### src/rtl/core_pkg.sv
// core_pkg: shared register-file widths and the SAD result entry type
package core_pkg;
  localparam int REG_AW = 5;
  localparam int WORD_W = 32;
  typedef struct packed {
    logic [REG_AW-1:0] dest;
    logic [WORD_W-1:0] value;
  } sad_entry_t;
endpackage

### src/rtl/sad_wb_fifo.sv
// sad_wb_fifo: circular buffer of pending SAD results with per-slot occupancy for hazard checks
module sad_wb_fifo
  import core_pkg::*;
#(
  parameter int DEPTH = 4
) (
  input  logic                     Clk,
  input  logic                     Rst,
  input  logic                     push,
  input  logic                     pop,
  input  sad_entry_t               pushEntry,
  output sad_entry_t               head,
  output logic                     full,
  output logic                     empty,
  output logic [$clog2(DEPTH):0]   count,
  output logic [REG_AW-1:0]        occDest [DEPTH],
  output logic [DEPTH-1:0]         occValid
);
  localparam int AW = $clog2(DEPTH);
  sad_entry_t mem [DEPTH];
  logic [AW:0] wrPtr, rdPtr;
  logic doPush, doPop;
  assign count = wrPtr - rdPtr;
  assign full = count == (AW+1)'(DEPTH);
  assign empty = wrPtr == rdPtr;
  assign head = mem[rdPtr[AW-1:0]];
  assign doPush = push && !full;
  assign doPop = pop && !empty;
  always_ff @(posedge Clk or negedge Rst)
    if (!Rst) begin
      wrPtr <= '0;
      rdPtr <= '0;
    end else begin
      if (doPush) wrPtr <= wrPtr + 1'b1;
      if (doPop) rdPtr <= rdPtr + 1'b1;
    end
  always_ff @(posedge Clk)
    if (doPush) mem[wrPtr[AW-1:0]] <= pushEntry;
  // A slot is occupied when its distance from the read pointer is below the count
  for (genvar i = 0; i < DEPTH; i++) begin : g_occ
    logic [AW-1:0] off;
    assign off = AW'(i) - rdPtr[AW-1:0];
    assign occValid[i] = {1'b0, off} < count;
    assign occDest[i] = mem[i].dest;
  end
endmodule

### src/rtl/wb_port_arbiter.sv
// wb_port_arbiter: shares the register-file write port between MEM/WB and queued SAD results
module wb_port_arbiter
  import core_pkg::*;
#(
  parameter int DEPTH = 4,
  parameter int STARVE_LIMIT = 8,
  parameter int REG_AW = core_pkg::REG_AW
) (
  input  logic                   Clk,
  input  logic                   Rst,
  input  logic                   pipe_reg_write,
  input  logic [REG_AW-1:0]      pipe_write_reg,
  input  logic                   sad_valid,
  input  logic [REG_AW-1:0]      sad_dest,
  input  logic [WORD_W-1:0]      sad_value,
  output logic                   sad_ready,
  input  logic [REG_AW-1:0]      query_rs,
  input  logic [REG_AW-1:0]      query_rt,
  input  logic [REG_AW-1:0]      query_rd,
  output logic                   pend_hit,
  output logic                   frame_shift,
  output logic [WORD_W-1:0]      SAD_WB_value,
  output logic                   wb_reg_write,
  output logic [REG_AW-1:0]      wb_write_reg,
  output logic                   pipe_stall,
  output logic [$clog2(DEPTH):0] pending_count
);
  sad_entry_t head, inEntry;
  logic full, empty, grant, accept;
  logic [REG_AW-1:0] occDest [DEPTH];
  logic [DEPTH-1:0] occValid;
  logic [7:0] starveCnt, starveNext;
  assign inEntry = '{dest: sad_dest, value: sad_value};
  assign sad_ready = !full;
  assign accept = sad_valid && !full;
  assign grant = !empty && !pipe_reg_write;
  // $0 results are acknowledged but never stored
  sad_wb_fifo #(.DEPTH(DEPTH)) u_fifo (
    .Clk(Clk),
    .Rst(Rst),
    .push(accept && sad_dest != '0),
    .pop(grant),
    .pushEntry(inEntry),
    .head(head),
    .full(full),
    .empty(empty),
    .count(pending_count),
    .occDest(occDest),
    .occValid(occValid)
  );
  function automatic logic hits(input logic [REG_AW-1:0] d, input logic [REG_AW-1:0] rs,
                                input logic [REG_AW-1:0] rt, input logic [REG_AW-1:0] rd);
    return d != '0 && (d == rs || d == rt || d == rd);
  endfunction
  always_comb begin
    frame_shift = grant;
    SAD_WB_value = grant ? head.value : '0;
    wb_reg_write = grant || pipe_reg_write;
    wb_write_reg = grant ? head.dest : pipe_write_reg;
    starveNext = (empty || grant) ? '0 :
                 (starveCnt == 8'(STARVE_LIMIT)) ? starveCnt : starveCnt + 1'b1;
    pend_hit = accept && hits(sad_dest, query_rs, query_rt, query_rd);
    for (int i = 0; i < DEPTH; i++)
      pend_hit = pend_hit || (occValid[i] && hits(occDest[i], query_rs, query_rt, query_rd));
  end
  // Stall tracks a saturated counter, so it drops on the edge that takes the grant
  always_ff @(posedge Clk or negedge Rst)
    if (!Rst) begin
      starveCnt <= '0;
      pipe_stall <= 1'b0;
    end else begin
      starveCnt <= starveNext;
      pipe_stall <= starveNext == 8'(STARVE_LIMIT);
    end
endmodule
### config.mk
export PLATFORM = sky130hd
export DESIGN_NAME = wb_port_arbiter
export DESIGN_NICKNAME = d
export VERILOG_FILES = /design/src/rtl/core_pkg.sv /design/src/rtl/sad_wb_fifo.sv /design/src/rtl/wb_port_arbiter.sv
export SDC_FILE = /design/constraint.sdc
export NUM_CORES = 1
export LEC_CHECK = 0
export ABC_AREA = 0
export BUFFER_PORTS_ARGS = -buffer_cell sky130_fd_sc_hd__buf_2
export CAP_MARGIN = 40
export CORE_ASPECT_RATIO = 1.2
export CORE_MARGIN = 2
export CORE_UTILIZATION = 35
export CTS_CLUSTER_DIAMETER = 100
export DETAILED_ROUTE_END_ITERATION = 8
export PLACE_DENSITY = 0.57
export SETUP_SLACK_MARGIN = 0.15
export SYNTH_ARGS = -nofsm -noshare
export SYNTH_HDL_FRONTEND = slang
export SYNTH_SLANG_ARGS = --single-unit
### constraint.sdc
create_clock -name Clk -period 5.35 [get_ports Clk]
set_input_delay 0 -clock Clk [delete_from_list [all_inputs] [get_ports Clk]]
set_output_delay 0 -clock Clk [all_outputs]
set_load 0.02 [all_outputs]
# Word level (Yosys, flattened, before mapping)
# Memory sizes are Yosys's and may differ from the RTL's.
# Index checks and enable logic that the tools add are counted.
[word_totals] ram_bits=148 elab_cells=81 register_bits=15 n_memories=1 input_bits=61 output_inout_bits=45
[mem_list] memory="u_fifo.mem" words=4 width=37 read_ports=5 rd_ports_with_merged_regs=0 write_ports=1 line="sad_wb_fifo.sv:20" source="sad_entry_t mem [DEPTH];"
[classes] n_lt_le_gt_ge=4 reduce_logical=39 eq_ne=19 n_addsub=8 mux=6
[op_table] operator="equality test 5 bit" count=15
[op_table] operator="2-to-1 mux 32 bit" count=1
[op_table] operator="nonzero test 5 bit" count=5
[op_table] operator="equality test 8 x 4 -> 1 bit, second input constant" count=2
[op_table] operator="logical OR 1 bit" count=16
[op_table] operator="2-to-1 mux 8 bit" count=2
[op_table] operator="logical AND 1 bit" count=15
[op_table] operator="< comparator 2 x 3 -> 1 bit" count=4
[op_table] operator="adder 8 x 1 -> 8 bit, second input constant" count=1
[op_table] operator="adder 3 x 1 -> 3 bit, second input constant" count=2
[op_table] operator="2-to-1 mux 5 bit" count=1
[op_table] operator="subtractor 1 x 2 -> 2 bit, first input constant" count=2
[op_table] operator="subtractor 2 bit, first input constant" count=2
[op_table] operator="equality test 3 bit" count=1
[op_table] operator="equality test 3 bit, second input constant" count=1
[op_table] operator="logical NOT 1 bit" count=3
[op_table] operator="subtractor 3 bit" count=1
[op_table] operator="2-to-1 mux 1 bit" count=2

# Longest topological paths before layout
[depth] ltp_word=9 mapped_depth=11 depth_no_buf=11

# Modules after synthesis
# A second synthesis with hierarchy kept.
[unflattened] hier_cells=506 area_unflattened_um2=7821.3
[by_module_without_submodules] module="sad_wb_fifo" cells_each=273 area_per_inst_um2=6032.0 n_inst=1
[by_module_without_submodules] module="wb_port_arbiter" cells_each=233 area_per_inst_um2=1789.2 n_inst=1

# Worst setup path before layout
# No wires, ideal clock.
[synth_timing] kind="reg2reg" startpoint="register u_fifo.rdPtr[1]" endpoint="memory u_fifo.mem[2][0] (netlist name) (enable)" setup_ns=0.398 slack_ns=1.671 synth_period_minus_slack_ns=3.679 required_ns=4.952 t_arrival_ns=3.282 stages_incl_launch_ff=9 cell_sequence="dfrtp_1 buf_2 buf_1 inv_1 fa_1 inv_1 nand3_2 o311a_4 and2_1"
[synth_between] elab_chain_cells=8
[synth_rtl] element="from (decl)" line="sad_wb_fifo.sv:21" source="logic [AW:0] wrPtr, rdPtr;"
[synth_rtl] element="from (signal assigned)" line="sad_wb_fifo.sv:35" source="if (doPop) rdPtr <= rdPtr + 1'b1;"
[synth_rtl] element="subtractor 3 bit *" line="sad_wb_fifo.sv:23" source="assign count = wrPtr - rdPtr;"
[synth_rtl] element="named net pending_count[1]" line="wb_port_arbiter.sv:26" source="output logic [$clog2(DEPTH):0] pending_count"
[synth_rtl] element="equality test 3 bit *" line="sad_wb_fifo.sv:24" source="assign full = count == (AW+1)'(DEPTH);"
[synth_rtl] element="logical NOT 1 bit *"
[synth_rtl] element="named net sad_ready" line="wb_port_arbiter.sv:16" source="output logic sad_ready,"
[synth_rtl] element="logical AND 1 bit" line="wb_port_arbiter.sv:35" source="assign accept = sad_valid && !full;"
[synth_rtl] element="logical AND 1 bit" line="wb_port_arbiter.sv:41" source=".push(accept && sad_dest != '0),"
[synth_rtl] element="logical AND 1 bit *" line="sad_wb_fifo.sv:27" source="assign doPush = push && !full;"
[synth_rtl] element="2-to-1 mux 1 bit *" line="sad_wb_fifo.sv:38" source="if (doPush) mem[wrPtr[AW-1:0]] <= pushEntry;"
[synth_rtl] element="2-to-1 mux 1 bit (not written as such) *" line="sad_wb_fifo.sv:38"
[synth_rtl] element="to (decl)" line="sad_wb_fifo.sv:20"
# Mark *: on every way through the listed nets, which the timed path passes. The rest lies on a longest branch.

# Worst setup path after layout
[layout_timing] startpoint="register u_fifo.rdPtr[1]" endpoint="output pend_hit"
[layout_between] elab_chain_cells=9 word_cells_on_any_way=21 classes_between="5 x add/sub; 4 x order compare; 1 x eq/ne; 11 x reduce/logical"
[layout_rtl] element="parallel branches: the longest is 8 deep, another holds subtractor 3 bit"
[layout_rtl] element="logical OR 1 bit *" line="wb_port_arbiter.sv:64" source="pend_hit = pend_hit || (occValid[i] && hits(occDest[i], query_rs, query_rt, query_rd));"
[layout_rtl] element="to (decl)" line="wb_port_arbiter.sv:20" source="output logic pend_hit,"
# Mark *: on every way between the ends.

==> results.cfg <==
[run_status]
status = completed

[clock_tree]
clkTransAtPathRegs_ns = 0.06
cts_setup_buffers = 0
clock_latency_ns = 0.42
cts_tree = built
cts_buffers = 17
root_buffer = clkbuf_16
cts_buffer_depth = 2
htreeDepth = 4
clock-sinks = 163

[sta]
hold_viol_final = 0
setup_tns_ns = 0
worstMarginPinSlew_ns = 0.747
maxSlewHeadroom_pct = 50.2
min_period_ns = 3.35
finalCritPeriodShare_pct = 62.7
rsz0062_at_grt = false
clock.fmax_ghz = 0.298
drv_slew = 0
finalSetupViolCount = 0
finalClockSkew_ns = 0.0135

[synthesis]
yosys_warnings = 0
syn_area_per_cell_sq_um = 16.0
syn_area_sq_um = 7590
yosys.area.top_type_share_pct = 58.6
yosysUniqueCellTypes = 43
ys_seq_elements = 163
synthFlopType = edfxtp_1
synthCells = 474
synth_edf_count = 148
synth.most_common_cell = edfxtp_1
synth-seq-area-share_pct = 63.5
synth_area_leaders = edfxtp_1, mux4_2, xor2_1
syn_nets = 551
synth_common_cells = edfxtp_1, xor2_1, xnor2_1
synth_top_cell_by_area = edfxtp_1
async_flop_share_pct = 9.20

[detailed_routing]
drt-initial-drc-count = 203
via_per_inst = 4.96
avgRoutedWirePerCell_um = 18.4
wl_mm = 16.7
drc = 0
drt_first_pass_iters = 4
vias = 4486
drt.antenna.violating_nets = 0

[finish]
fin_nets = 694
fill_cells = 1913
area_growth_pct = 24.7
multi_input_area_sq_um = 2630
layout-drive-gt1-share_pct = 30.3
antenna_cells = 0
finish.utilization_pct = 44.1
ff_latch_area_sq_um = 4820

[grt]
track_usage_pct = 15.0
grt_pass1_vias = 4848
antenna_found_initial = 0
grt_pass1_wl_mm = 26.0
grt-ovfl-total = 0
grt_max_degree = 41

[die]
die_h_um = 165
start_util_pct = 35.3
core-area_sq_um = 21500
dieWidth_um = 138
dieArea_sq_um = 22900
io_pins = 106
rows = 59

[worst_setup_path]
crit_start = u_fifo.rdPtr[1]
cp.arrival_ns = 3.35
worstSetupStartpointType = flop
critPathCaptureType = output port
critical_path_required_ns = 5.35
path_cells = buf_4 -> inv_1 -> fa_1 -> inv_1 -> ha_1 -> a21oi_1 -> o22ai_1 -> a31oi_1 -> a21oi_1 -> nand4_1 -> buf_2
critPathMaxStageDelay_ns = 0.61
reg2reg_from = u_fifo.rdPtr[1]
crit_path_top_delay_cell = fa_1
path_class = reg -> out
cp_max_fo = 40

[run]
maxCapViolations = 0

[placed_design]
port_buffers = 105
gp_congestion = 0.819
dpl.hpwl_mm = 11.2

[pwr]
p_leak_nw = 3.44
power_density_nw_per_um2 = 545
ir_worst_vdd_uv = 285

[min_path]
holdCritPathClass = in -> async
[what timing repair did]
item / 4_1_cts / 5_1_grt
hold buffers: 40 / 0
endpoints found under the hold margin: 167 / 0
gates resized for setup: 0 / 0
[state kept, by name, indices dropped and copies added (netlist names)]
name,flops
u_fifo.mem,148
starveCnt,8
u_fifo.rdPtr,3
u_fifo.wrPtr,3
pipe_stall,1
[stage by stage]
stage | cell area (sq um) | hold slack (ns) | total power, mW | worst slack (ns) | std cells
6_report | 9460 | 0.0374 | 5.16 | 2.00 | 904
5_1_grt | 9460 | 0.0613 | 5.47 | 1.72 | 904
4_1_cts | 9460 | 0.0308 | 5.24 | 1.90 | 904
3_5_place_dp | 8460 | -0.0696 | 3.98 | 2.06 | 832
3_3_place_gp | 8370 | -0.0778 | 3.88 | 1.90 | 828
2_1_floorplan | 7590 | -0.296 | 3.30 | 1.67 | 474
[where the power goes]
group	total, mW	internal [mW]	switching (mW)
clock	1.23	0.739	0.487
combinational	2.05	0.872	1.18
sequential	1.88	1.74	0.143
total	5.16	3.35	1.81
[cells in the final DEF, fill, tap and decap left out, drive strengths merged, types with 2 or more instances in the layout]
| cell type | count |
|---|---|
| dfrtp | 15 |
| inv | 15 |
| nand3 | 23 |
| a31oi | 2 |
| ha | 15 |
| dlygate4sd3 | 40 |
| nor2 | 11 |
| and3 | 3 |
| mux4 | 37 |
| buf | 111 |
| bufinv | 3 |
| nand2 | 5 |
| clkinv | 4 |
| mux2 | 5 |
| or3 | 2 |
| nand4 | 2 |
| nand2b | 2 |
| xor2 | 47 |
| o221ai | 2 |
| clkinvlp | 3 |
| o21ai | 6 |
| clkbuf | 18 |
| a21oi | 8 |
| xnor2 | 39 |
| or4 | 4 |
| and2 | 36 |
| nor3 | 15 |
| edfxtp | 148 |
[area by class of cell]
cell class	instances	share of cell area, %
flip-flops and latches	163	51.0
clock inverters	14	1.85
clock buffers	18	4.53
repair buffers	151	10.9
multi-input cells	273	27.7
inverters	11	0.436
well taps	274	3.62
[worst paths after layout]
path                                endpoint  slack [ns]  cells after the start
min reg2reg                  u_fifo.rdPtr[2]        0.52                      1
max in group asynchronous    u_fifo.rdPtr[1]        5.03                      2
max reg2reg                u_fifo.mem[2][27]        2.14                      8
min                             starveCnt[7]        0.04                      2
min in group Clk             wb_write_reg[2]        0.32                      3
max                                 pend_hit        2.00                     11
[kinds of logic (layout without fill, tap and decap cells)]
family | after synthesis | count (layout) | share of synthesized area, %
flip-flops | 163 | 163 | 63.5
buffers and inverters | 38 | 194 | 2.03
adder cells (fa/ha/maj) | 16 | 16 | 2.74
AND/OR/NAND/NOR | 104 | 104 | 7.68
AO/OA/AOI/OAI | 25 | 25 | 2.21
multiplexers | 42 | 42 | 11.7
XOR/XNOR | 86 | 86 | 10.1
[worst max-delay path, delay by kind of cell (launching register included)]
family | cells | cell delay, ns
and+or+nand+nor | 1 | 0.14
AOI/OAI and AO/OA | 4 | 0.51
adders and majority gates | 2 | 0.91
buffers and inverters | 4 | 1.04
DFF | 1 | 0.34
[per-layer routing]
layer	GRT usage [%]	vias up	wire length (um)
met2	25.8	143	8530
met5	0	-	0
met1	18.5	2251	7060
li1	-	2068	-
met4	6.59	0	356
met3	3.29	24	721
Power figures use the tool's default switching activity.
